===== src/rtl/alu_pkg.sv =====
// Shared widths, opcode and state encodings for the pipe ALU add/subtract unit.
package alu_pkg;

  localparam int ALU_W  = 64;
  localparam int HALF_W = 32;

  localparam logic OP_ADD = 1'b0;
  localparam logic OP_SUB = 1'b1;

  typedef enum logic [1:0] {
    ST_IDLE = 2'd0,
    ST_LO   = 2'd1,
    ST_HI   = 2'd2,
    ST_DONE = 2'd3
  } state_e;

endpackage


===== src/rtl/KoggeStone32Bit.sv =====
// 32-bit Kogge-Stone parallel-prefix adder with carry-in and carry-out.
module KoggeStone32Bit (
  input  logic [31:0] A,
  input  logic [31:0] B,
  input  logic        Cin,
  output logic [31:0] S,
  output logic        Cout
);

  logic [31:0] p_bit;
  logic [31:0] g_lvl;
  logic [31:0] p_lvl;
  logic [31:0] g_nxt;
  logic [31:0] p_nxt;
  logic [31:0] carry;

  // Five log-depth prefix levels; g_lvl[i]/p_lvl[i] end up spanning bits i..0.
  always_comb begin
    p_bit = A ^ B;
    g_lvl = A & B;
    p_lvl = p_bit;
    g_nxt = '0;
    p_nxt = '0;
    for (int k = 0; k < 5; k++) begin
      g_nxt = g_lvl;
      p_nxt = p_lvl;
      for (int i = (1 << k); i < 32; i++) begin
        g_nxt[i] = g_lvl[i] | (p_lvl[i] & g_lvl[i - (1 << k)]);
        p_nxt[i] = p_lvl[i] & p_lvl[i - (1 << k)];
      end
      g_lvl = g_nxt;
      p_lvl = p_nxt;
    end
    carry[0] = Cin;
    for (int i = 1; i < 32; i++) begin
      carry[i] = g_lvl[i-1] | (p_lvl[i-1] & Cin);
    end
    S    = p_bit ^ carry;
    Cout = g_lvl[31] | (p_lvl[31] & Cin);
  end

endmodule


===== src/rtl/ks_addsub64_seq.sv =====
// Multi-cycle 64-bit add/subtract: one shared 32-bit Kogge-Stone adder computes
// the low half, then the high half with the registered low carry.
module ks_addsub64_seq
  import alu_pkg::*;
#(
  parameter bit EARLY_READY  = 1'b0,
  parameter bit ZERO_FLAG_EN = 1'b1
) (
  input  logic        clk,
  input  logic        rst_n,
  input  logic        in_valid,
  output logic        in_ready,
  input  logic [63:0] in_a,
  input  logic [63:0] in_b,
  input  logic        in_op,
  input  logic        in_c,
  output logic        out_valid,
  input  logic        out_ready,
  output logic [63:0] out_s,
  output logic        out_c,
  output logic        out_ovf,
  output logic        out_zero,
  output logic        out_neg
);

  state_e              state_q, state_d;
  logic [ALU_W-1:0]    a_q, b_q;
  logic                cin_q, op_q;
  logic [HALF_W-1:0]   s_lo_q;
  logic                c_mid_q;
  logic [ALU_W-1:0]    out_s_q;
  logic                out_c_q, out_ovf_q, out_zero_q, out_neg_q;

  logic                accept;
  logic [HALF_W-1:0]   add_a, add_b, add_s;
  logic                add_cin, add_cout;

  assign in_ready = (state_q == ST_IDLE) ||
                    (EARLY_READY && (state_q == ST_DONE) && out_ready);
  assign accept   = in_valid && in_ready;

  // Operand mux: only HI selects the upper halves and the registered mid carry.
  always_comb begin
    add_a   = a_q[HALF_W-1:0];
    add_b   = b_q[HALF_W-1:0];
    add_cin = cin_q;
    if (state_q == ST_HI) begin
      add_a   = a_q[ALU_W-1:HALF_W];
      add_b   = b_q[ALU_W-1:HALF_W];
      add_cin = c_mid_q;
    end
  end

  KoggeStone32Bit u_adder (
    .A    (add_a),
    .B    (add_b),
    .Cin  (add_cin),
    .S    (add_s),
    .Cout (add_cout)
  );

  always_comb begin
    state_d = state_q;
    unique case (state_q)
      ST_IDLE: if (accept) state_d = ST_LO;
      ST_LO:   state_d = ST_HI;
      ST_HI:   state_d = ST_DONE;
      ST_DONE: if (out_ready) state_d = accept ? ST_LO : ST_IDLE;
      default: state_d = ST_IDLE;
    endcase
  end

  // Subtract is a + ~b + ~borrow_in, so the carry-out is inverted back into a borrow.
  always_ff @(posedge clk or negedge rst_n) begin
    if (!rst_n) begin
      state_q    <= ST_IDLE;
      a_q        <= '0;
      b_q        <= '0;
      cin_q      <= 1'b0;
      op_q       <= 1'b0;
      s_lo_q     <= '0;
      c_mid_q    <= 1'b0;
      out_s_q    <= '0;
      out_c_q    <= 1'b0;
      out_ovf_q  <= 1'b0;
      out_zero_q <= 1'b0;
      out_neg_q  <= 1'b0;
    end else begin
      state_q <= state_d;
      if (accept) begin
        a_q   <= in_a;
        b_q   <= (in_op == OP_SUB) ? ~in_b : in_b;
        cin_q <= (in_op == OP_SUB) ? ~in_c : in_c;
        op_q  <= in_op;
      end
      if (state_q == ST_LO) begin
        s_lo_q  <= add_s;
        c_mid_q <= add_cout;
      end
      if (state_q == ST_HI) begin
        out_s_q    <= {add_s, s_lo_q};
        out_c_q    <= add_cout ^ op_q;
        out_ovf_q  <= (a_q[ALU_W-1] == b_q[ALU_W-1]) && (add_s[HALF_W-1] != a_q[ALU_W-1]);
        out_zero_q <= ZERO_FLAG_EN ? ({add_s, s_lo_q} == '0) : 1'b0;
        out_neg_q  <= add_s[HALF_W-1];
      end
    end
  end

  assign out_valid = (state_q == ST_DONE);
  assign out_s     = out_s_q;
  assign out_c     = out_c_q;
  assign out_ovf   = out_ovf_q;
  assign out_zero  = out_zero_q;
  assign out_neg   = out_neg_q;

endmodule


===== config.mk =====
export PLATFORM = sky130hd
export DESIGN_NAME = ks_addsub64_seq
export DESIGN_NICKNAME = d
export VERILOG_FILES = /design/src/rtl/alu_pkg.sv /design/src/rtl/KoggeStone32Bit.sv /design/src/rtl/ks_addsub64_seq.sv
export SDC_FILE = /design/constraint.sdc
export NUM_CORES = 1
export LEC_CHECK = 0
export ABC_AREA = 0
export CAP_MARGIN = 10
export CORE_UTILIZATION = 40
export DETAILED_ROUTE_END_ITERATION = 7
export PLACE_DENSITY = 0.68
export REMOVE_ABC_BUFFERS = 1
export SYNTH_ARGS = -nofsm -noshare
export SYNTH_HDL_FRONTEND = slang
export SYNTH_HIERARCHICAL = 1
export SYNTH_SLANG_ARGS = --single-unit

===== constraint.sdc =====
create_clock -name clk -period 6.45 [get_ports clk]
set_input_delay 0.9675 -clock clk [delete_from_list [all_inputs] [get_ports clk]]
set_output_delay 0.9675 -clock clk [all_outputs]
set_load 0.05 [all_outputs]

==> results of run 1 <==
[cells in the final DEF, fill, tap and decap left out, types with 8 or more instances in the layout]
cell,synthesis,layout
sky130_fd_sc_hd__dfrtp_1,232,232
sky130_fd_sc_hd__mux2_2,228,228
sky130_fd_sc_hd__clkdlybuf4s50_1,0,201
sky130_fd_sc_hd__xnor2_1,82,82
sky130_fd_sc_hd__nand2_1,83,82
sky130_fd_sc_hd__o21ai_0,76,76
sky130_fd_sc_hd__ha_1,37,35
sky130_fd_sc_hd__nor2_1,30,30
sky130_fd_sc_hd__a21oi_1,29,29
sky130_fd_sc_hd__clkbuf_16,0,27
sky130_fd_sc_hd__inv_1,17,17
sky130_fd_sc_hd__nor4_1,14,14
sky130_fd_sc_hd__a21o_1,11,11
sky130_fd_sc_hd__nand3_1,10,10
sky130_fd_sc_hd__xor2_1,10,10
sky130_fd_sc_hd__nor3_1,8,8
[cell type report]
| type | count | area [um2] |
|---|---|---|
| well taps | 384 | 480 |
| repair buffers | 210 | 2110 |
| inverters | 17 | 63.8 |
| multi-input cells | 673 | 5560 |
| clock inverters | 9 | 126 |
| flip-flops and latches | 232 | 5810 |
| fillers | 2509 | 13700 |
| clock buffers | 39 | 791 |
[kinds of logic after synthesis]
kind of cell | count (synthesis) | share of synthesized area [%]
buf+inv | 66 | 2.53
xor+xnor | 92 | 6.93
mux | 228 | 22.1
simple gates | 167 | 6.72
compound gates | 148 | 7.71
flops | 232 | 49.9
fa+ha+maj | 38 | 4.15
[state kept, by name (all words and copies together) (netlist names)]
name      count
out_c         1
a_q          64
state_q       2
b_q          64
s_lo_q       32
cin_q         1
c_mid_q       1
out_zero      1
out_s        64
op_q          1
out_ovf       1
[through the flow]
step                util, %  instances  hold slack (ps)
floorplan                 -        922              444
global placement       49.0       1516              460
detailed placement     49.0       1516              466
CTS                    52.2       1564              482
global route           52.2       1564              503
finish                 52.2       1564              473
[per-layer routing]
metal | global-route usage (%) | wire length (um) | vias up
li1 | - | - | 3811
met1 | 26.6 | 12800 | 3839
met2 | 30.5 | 12700 | 224
met3 | 2.86 | 1430 | 41
met4 | 4.95 | 580 | 0
met5 | 0 | 0 | -
[final timing paths]
check,from,end,cells after the start
setup / recovery,state_q[0],out_zero,16
hold / removal,rst_n,a_q[29],1
setup reg to reg,state_q[0],out_zero,16
hold reg to reg,b_q[2],b_q[2],2
max in group asynchronous,rst_n,a_q[35],2
min in group clk,b_q[2],b_q[2],2
==> Implementation_results.wiki, run 1 <==
{| class="wikitable"
! Metric !! Value
|-
| Global-route wire length before repair || about 46 mm
|-
| Final hold violation count || 0
|-
| Max-Slew Margin vs Limit || between 30% and 40%
|-
| Number of port buffers || 203
|-
| Top cells by count, synth || sky130_fd_sc_hd__dfrtp_1 (232), sky130_fd_sc_hd__mux2_2 (228), sky130_fd_sc_hd__nand2_1 (83), sky130_fd_sc_hd__xnor2_1 (82), sky130_fd_sc_hd__o21ai_0 (76)
|-
| Area overhead of the layout relative to synthesis || 28.4%
|-
| Global router's overall resource usage || 18.9%
|-
| Clock-pin slew of the registers on the worst-case setup and hold paths || 60 ps
|-
| Cts bufs inserted || 26
|-
| Maximum number of pins on one net before global-route repair || 127
|-
| Total Die Area || 29800 um2
|-
| Number of standard cells after synthesis || 971
|-
| Largest buffer count on any clock path || 3
|-
| Sequential share of the synthesized area || 49.9%
|-
| Post-CTS resize count || 0
|-
| # setup viols final || 0
|-
| Via count of the first global-routing pass || 8281
|-
| Slowest-stage cell, CP || sky130_fd_sc_hd__ha_4
|-
| Kind of cell adding the most delay to the critical path || compound AO/OA/AOI/OAI gates
|-
| Starting Density || 40.6%
|-
| Max FO, Critical Path || 52
|-
| Synth area leader || sky130_fd_sc_hd__dfrtp_1
|-
| Site row count || a little over 60
|-
| Post-synth design cell area || 11600 um2
|-
| Number of buffers and inverters on the critical path || 3
|-
| Overflow after GRT || 0
|-
| Share of synthesized registers carrying an async set or reset || 100%
|-
| Clock insertion delay at the later pin of the skew report || 520 ps
|-
| Number of DRC violations after detailed-routing iteration 0 || 429
|-
| Critical setup path kind || reg2reg
|-
| Hold Path Class || in2async
|-
| Count of TritonRoute iterations in the first routing pass || 4
|-
| Ordered cell list for the critical path || inv_1, ha_4, buf_4, mux2_2, ha_1, a21o_1, a21o_1, a21oi_1, inv_1, o21a_1, a41oi_1, xnor2_1, nor4_1, nand4_1, or4_1, o22ai_2
|-
| YS warnings || 6
|-
| Post-synthesis average cell area || 12.0 um2
|-
| Count of nets after finishing || between 1000 and 1500
|-
| Vias after detailed routing || around 7900
|-
| Cell with the most instances after synthesis || sky130_fd_sc_hd__dfrtp_1
|-
| Number of diodes added for antenna fixing || 0
|-
| Number of antenna violations at the first check in global routing || 0
|-
| Run status || complete, no violations
|-
| Flops & latches, synth || 232
|-
| RSZ-0062 raised after global routing || no
|-
| Floorplan core area || between 20000 and 30000 um2
|-
| Final antenna-violating net count || 0
|-
| Vias per std cell || 5.06
|-
| Routed length per instance || 17.5 um
|-
| Ranking of synthesized cells by area || sky130_fd_sc_hd__dfrtp_1 (50%), sky130_fd_sc_hd__mux2_2 (22%), sky130_fd_sc_hd__xnor2_1 (6.2%)
|-
| Worst slew pin tran || 907 ps
|-
| Number of distinct library cell variants in the gate-level netlist after synthesis || between 50 and 60
|-
| Worst setup slack before clock tree synthesis || roughly 1300 ps
|-
| Clock tree from TritonCTS || done
|-
| Fraction of final layout cells with drive strength greater than 1 || around a quarter
|-
| Fin area || 14900 um2
|-
| Post-detail-place hpwl || 20.0 mm
|-
| Setup bufs post-CTS || 0
|-
| Remaining routing DRC violations || 0
|-
| Final critical-path required period || 5150 ps
|-
| EDFF count, synth || 0
|-
| Area of placed instances || 14000 um2
|-
| Worst Setup End Kind || flip-flop
|-
| Most instantiated flip-flop cell in the synthesis netlist || sky130_fd_sc_hd__dfrtp_1
|-
| Die Ht || 173 um
|-
| CTS Hold Buffers Added || 0
|-
| Number of sinks handled by clock tree synthesis || between 200 and 250
|-
| Io pins || between 200 and 250
|-
| Crit start category || flip-flop
|-
| Setup Total Neg Slack || 0 ps
|-
| Top-area cell type share of the netlist area || 49.9%
|-
| Final critical-path share of the clock period || 79.9%
|-
| Number of pins with negative max-slew slack in the final report || 0
|-
| Longest individual stage delay on the worst path || 660 ps
|-
| CTS H-Tree Depth || 1
|-
| Worst EP required || 6890 ps
|-
| Global placement routability congestion || 0.823
|-
| Flop-to-flop setup slack || 1300 ps
|-
| Arrival time at the worst endpoint || about 5600 ps
|-
| Total length of routed wires || 27.4 mm
|-
| Cell chosen for the clock root || sky130_fd_sc_hd__clkbuf_16
|-
| Die span in x || 173 um
|-
| Clock Skew || 13.6 ps
|-
| Max cap viols || 0
|-
| FMAX || between 0.15 and 0.2 GHz
|-
| Final WS setup || 1300 ps
|}
Power of run 1 is not shown: default switching activity piles up to over one toggle a cycle in this logic, so the estimate is an artifact.
==> run 2, diff against run 1 <==
- PLACE_DENSITY: 0.68 -> 0.71
- clock period: 6.45 -> 4.19 ns (I/O delays scaled with it)
==> Implementation_results.wiki, run 2 (same netlist as run 1, synthesis figures left out) <==
{| class="wikitable"
! Metric !! Value
|-
| Run status || complete, no violations
|-
| Clock tree from TritonCTS || done
|-
| Number of sinks handled by clock tree synthesis || 232
|-
| Clock-pin slew of the registers on the worst-case setup and hold paths || 60 ps
|-
| Count of TritonRoute iterations in the first routing pass || 5
|-
| Met1 wire length || 13.2 mm
|-
| Largest buffer count on any clock path || 3
|-
| Remaining routing DRC violations || 0
|-
| Routed wl met2 || 14.0 mm
|-
| Total Die Area || 29800 um2
|-
| Total length of routed wires || 29.4 mm
|-
| Worst slew pin tran || 1130 ps
|-
| Worst Setup End Kind || flip-flop
|-
| Fraction of final layout cells with drive strength greater than 1 || 33.1%
|-
| Hold Path Class || in2async
|-
| Arrival time at the worst endpoint || 4530 ps
|-
| Final antenna-violating net count || 0
|-
| Number of cells on the worst reg-to-reg path || 18
|-
| Uppermost routed layer || met4
|-
| Die span in x || approximately 170 um
|-
| Number of DRC violations after detailed-routing iteration 0 || 389
|-
| Global placement routability congestion || 0.825
|-
| Fill cell count || between 2000 and 2500
|-
| Floorplan core area || 28600 um2
|-
| Reg2Reg Capture Point || out_zero
|-
| Number of pins with negative max-slew slack in the final report || 0
|-
| Final WS setup || roughly 110 ps
|-
| Site row count || 62
|-
| Critical setup path kind || reg2reg
|-
| Via count of the first global-routing pass || approximately 8500
|-
| Worst EP required || between 4000 and 5000 ps
|-
| Area of the multi-input gates || about 5900 um2
|-
| Vias per std cell || 5.03
|-
| Post-detail-place hpwl || 20.6 mm
|-
| Area taken by flip-flops and latches || 5810 um2
|-
| Io pins || 204
|-
| Worst setup slack before clock tree synthesis || -110 ps
|-
| Max FO, Critical Path || 7
|-
| Global-route wire length before repair || approximately 46 mm
|-
| Number of antenna violations at the first check in global routing || 0
|-
| Flop-to-flop setup slack || 110 ps
|-
| FMAX || 0.245 GHz
|-
| Die Ht || 173 um
|-
| Count of nets after finishing || around 1400
|-
| Placed Cells incl. Taps || 1576
|-
| Cts bufs inserted || 27
|-
| Starting Density || 40.6%
|-
| Vias after detailed routing || around 8300
|-
| Routed length per instance || 17.9 um
|-
| Clock Skew || between 6 and 7 ps
|-
| Global router's overall resource usage || 19.1%
|-
| # setup viols final || 0
|-
| Area overhead of the layout relative to synthesis || 37.2%
|-
| Number of port buffers || 203
|-
| Clock insertion delay at the later pin of the skew report || 530 ps
|-
| Origin of the critical flop-to-flop path || state_q[0]
|-
| Count of placed standard cells in the final layout, fillers left out || 1642
|-
| CTS Hold Buffers Added || 0
|-
| Commonest non-fill, non-tap cell in the layout || sky130_fd_sc_hd__dfrtp_1
|-
| Max cap viols || 0
|-
| Crit start category || flip-flop
|-
| Final critical-path required period || 4080 ps
|-
| Cell chosen for the clock root || sky130_fd_sc_hd__clkbuf_16
|-
| Number of diodes added for antenna fixing || 0
|-
| Maximum number of pins on one net before global-route repair || 196
|-
| Beginning of the critical path || state_q[0]
|-
| Commonest cells after routing, fill and taps aside || sky130_fd_sc_hd__dfrtp_1 (232), sky130_fd_sc_hd__mux2_2 (228), sky130_fd_sc_hd__clkdlybuf4s50_1 (201), sky130_fd_sc_hd__nand2_1 (81), sky130_fd_sc_hd__xnor2_1 (80)
|-
| Max-Slew Margin vs Limit || 24.4%
|-
| CTS H-Tree Depth || 1
|-
| Routed met3 length || 1.53 mm
|-
| Final critical-path share of the clock period || 97.5%
|-
| Overflow after GRT || 0
|-
| Final hold violation count || 0
|}
## run 2: per-layer routing
metal	up-vias	GRT usage, %
met5	-	0
met4	0	4.61
met3	44	3.85
met2	223	31.6
met1	4043	25.7
li1	3955	-
## run 2: critical path: stages, from the launching register on
cell                       delay, ps
sky130_fd_sc_hd__dfrtp_1         390
sky130_fd_sc_hd__inv_2            90
sky130_fd_sc_hd__ha_4            150
sky130_fd_sc_hd__buf_6           130
sky130_fd_sc_hd__buf_12          120
sky130_fd_sc_hd__mux2_2          360
sky130_fd_sc_hd__ha_4            250
sky130_fd_sc_hd__buf_4           140
sky130_fd_sc_hd__nor2b_1         170
sky130_fd_sc_hd__o31ai_4         300
sky130_fd_sc_hd__a41oi_4         200
sky130_fd_sc_hd__a211oi_4        420
sky130_fd_sc_hd__buf_4           180
sky130_fd_sc_hd__nor2_1           60
sky130_fd_sc_hd__xnor2_2         170
sky130_fd_sc_hd__nor4_2          190
sky130_fd_sc_hd__nand4_1         140
sky130_fd_sc_hd__or4_1           430
sky130_fd_sc_hd__o22ai_2          90
## run 2: worst max path at each step
stage	to	cells past startpoint
final	out_zero	18
after CTS	out_zero	16
after global placement	out_zero	17
after global routing	out_zero	18
after floorplan	out_zero	15
after detailed placement	out_zero	16
## run 2: repair_timing
action | CTS | global route
hold endpoints to repair | 0 | 0
gates cloned | 0 | 5
setup endpoints to repair | 1 | 1
pin swaps | 2 | 19
resized for setup | 10 | 58
setup buffers | 1 | 14
## run 2: area by class of cell
class,instances,area share (%)
clock buffer,44,5.01
clock inverter,2,0.235
inverter,17,0.400
multi-input combinational,673,37.0
sequential,232,36.4
tap,384,3.01
timing repair buffer,290,17.9
## run 2: stage by stage
step	utilization [%]	hold WS, ps	TNS (ps)	cell area [um2]
2_1_floorplan	-	333	-184560	11400
3_3_place_gp	50.7	455	0	14500
3_5_place_dp	50.7	465	-110	14500
4_1_cts	53.9	237	0	15400
5_1_grt	55.8	281	-49.9	16000
6_report	55.8	181	0	16000
Power of run 2 is left out for the same reason.
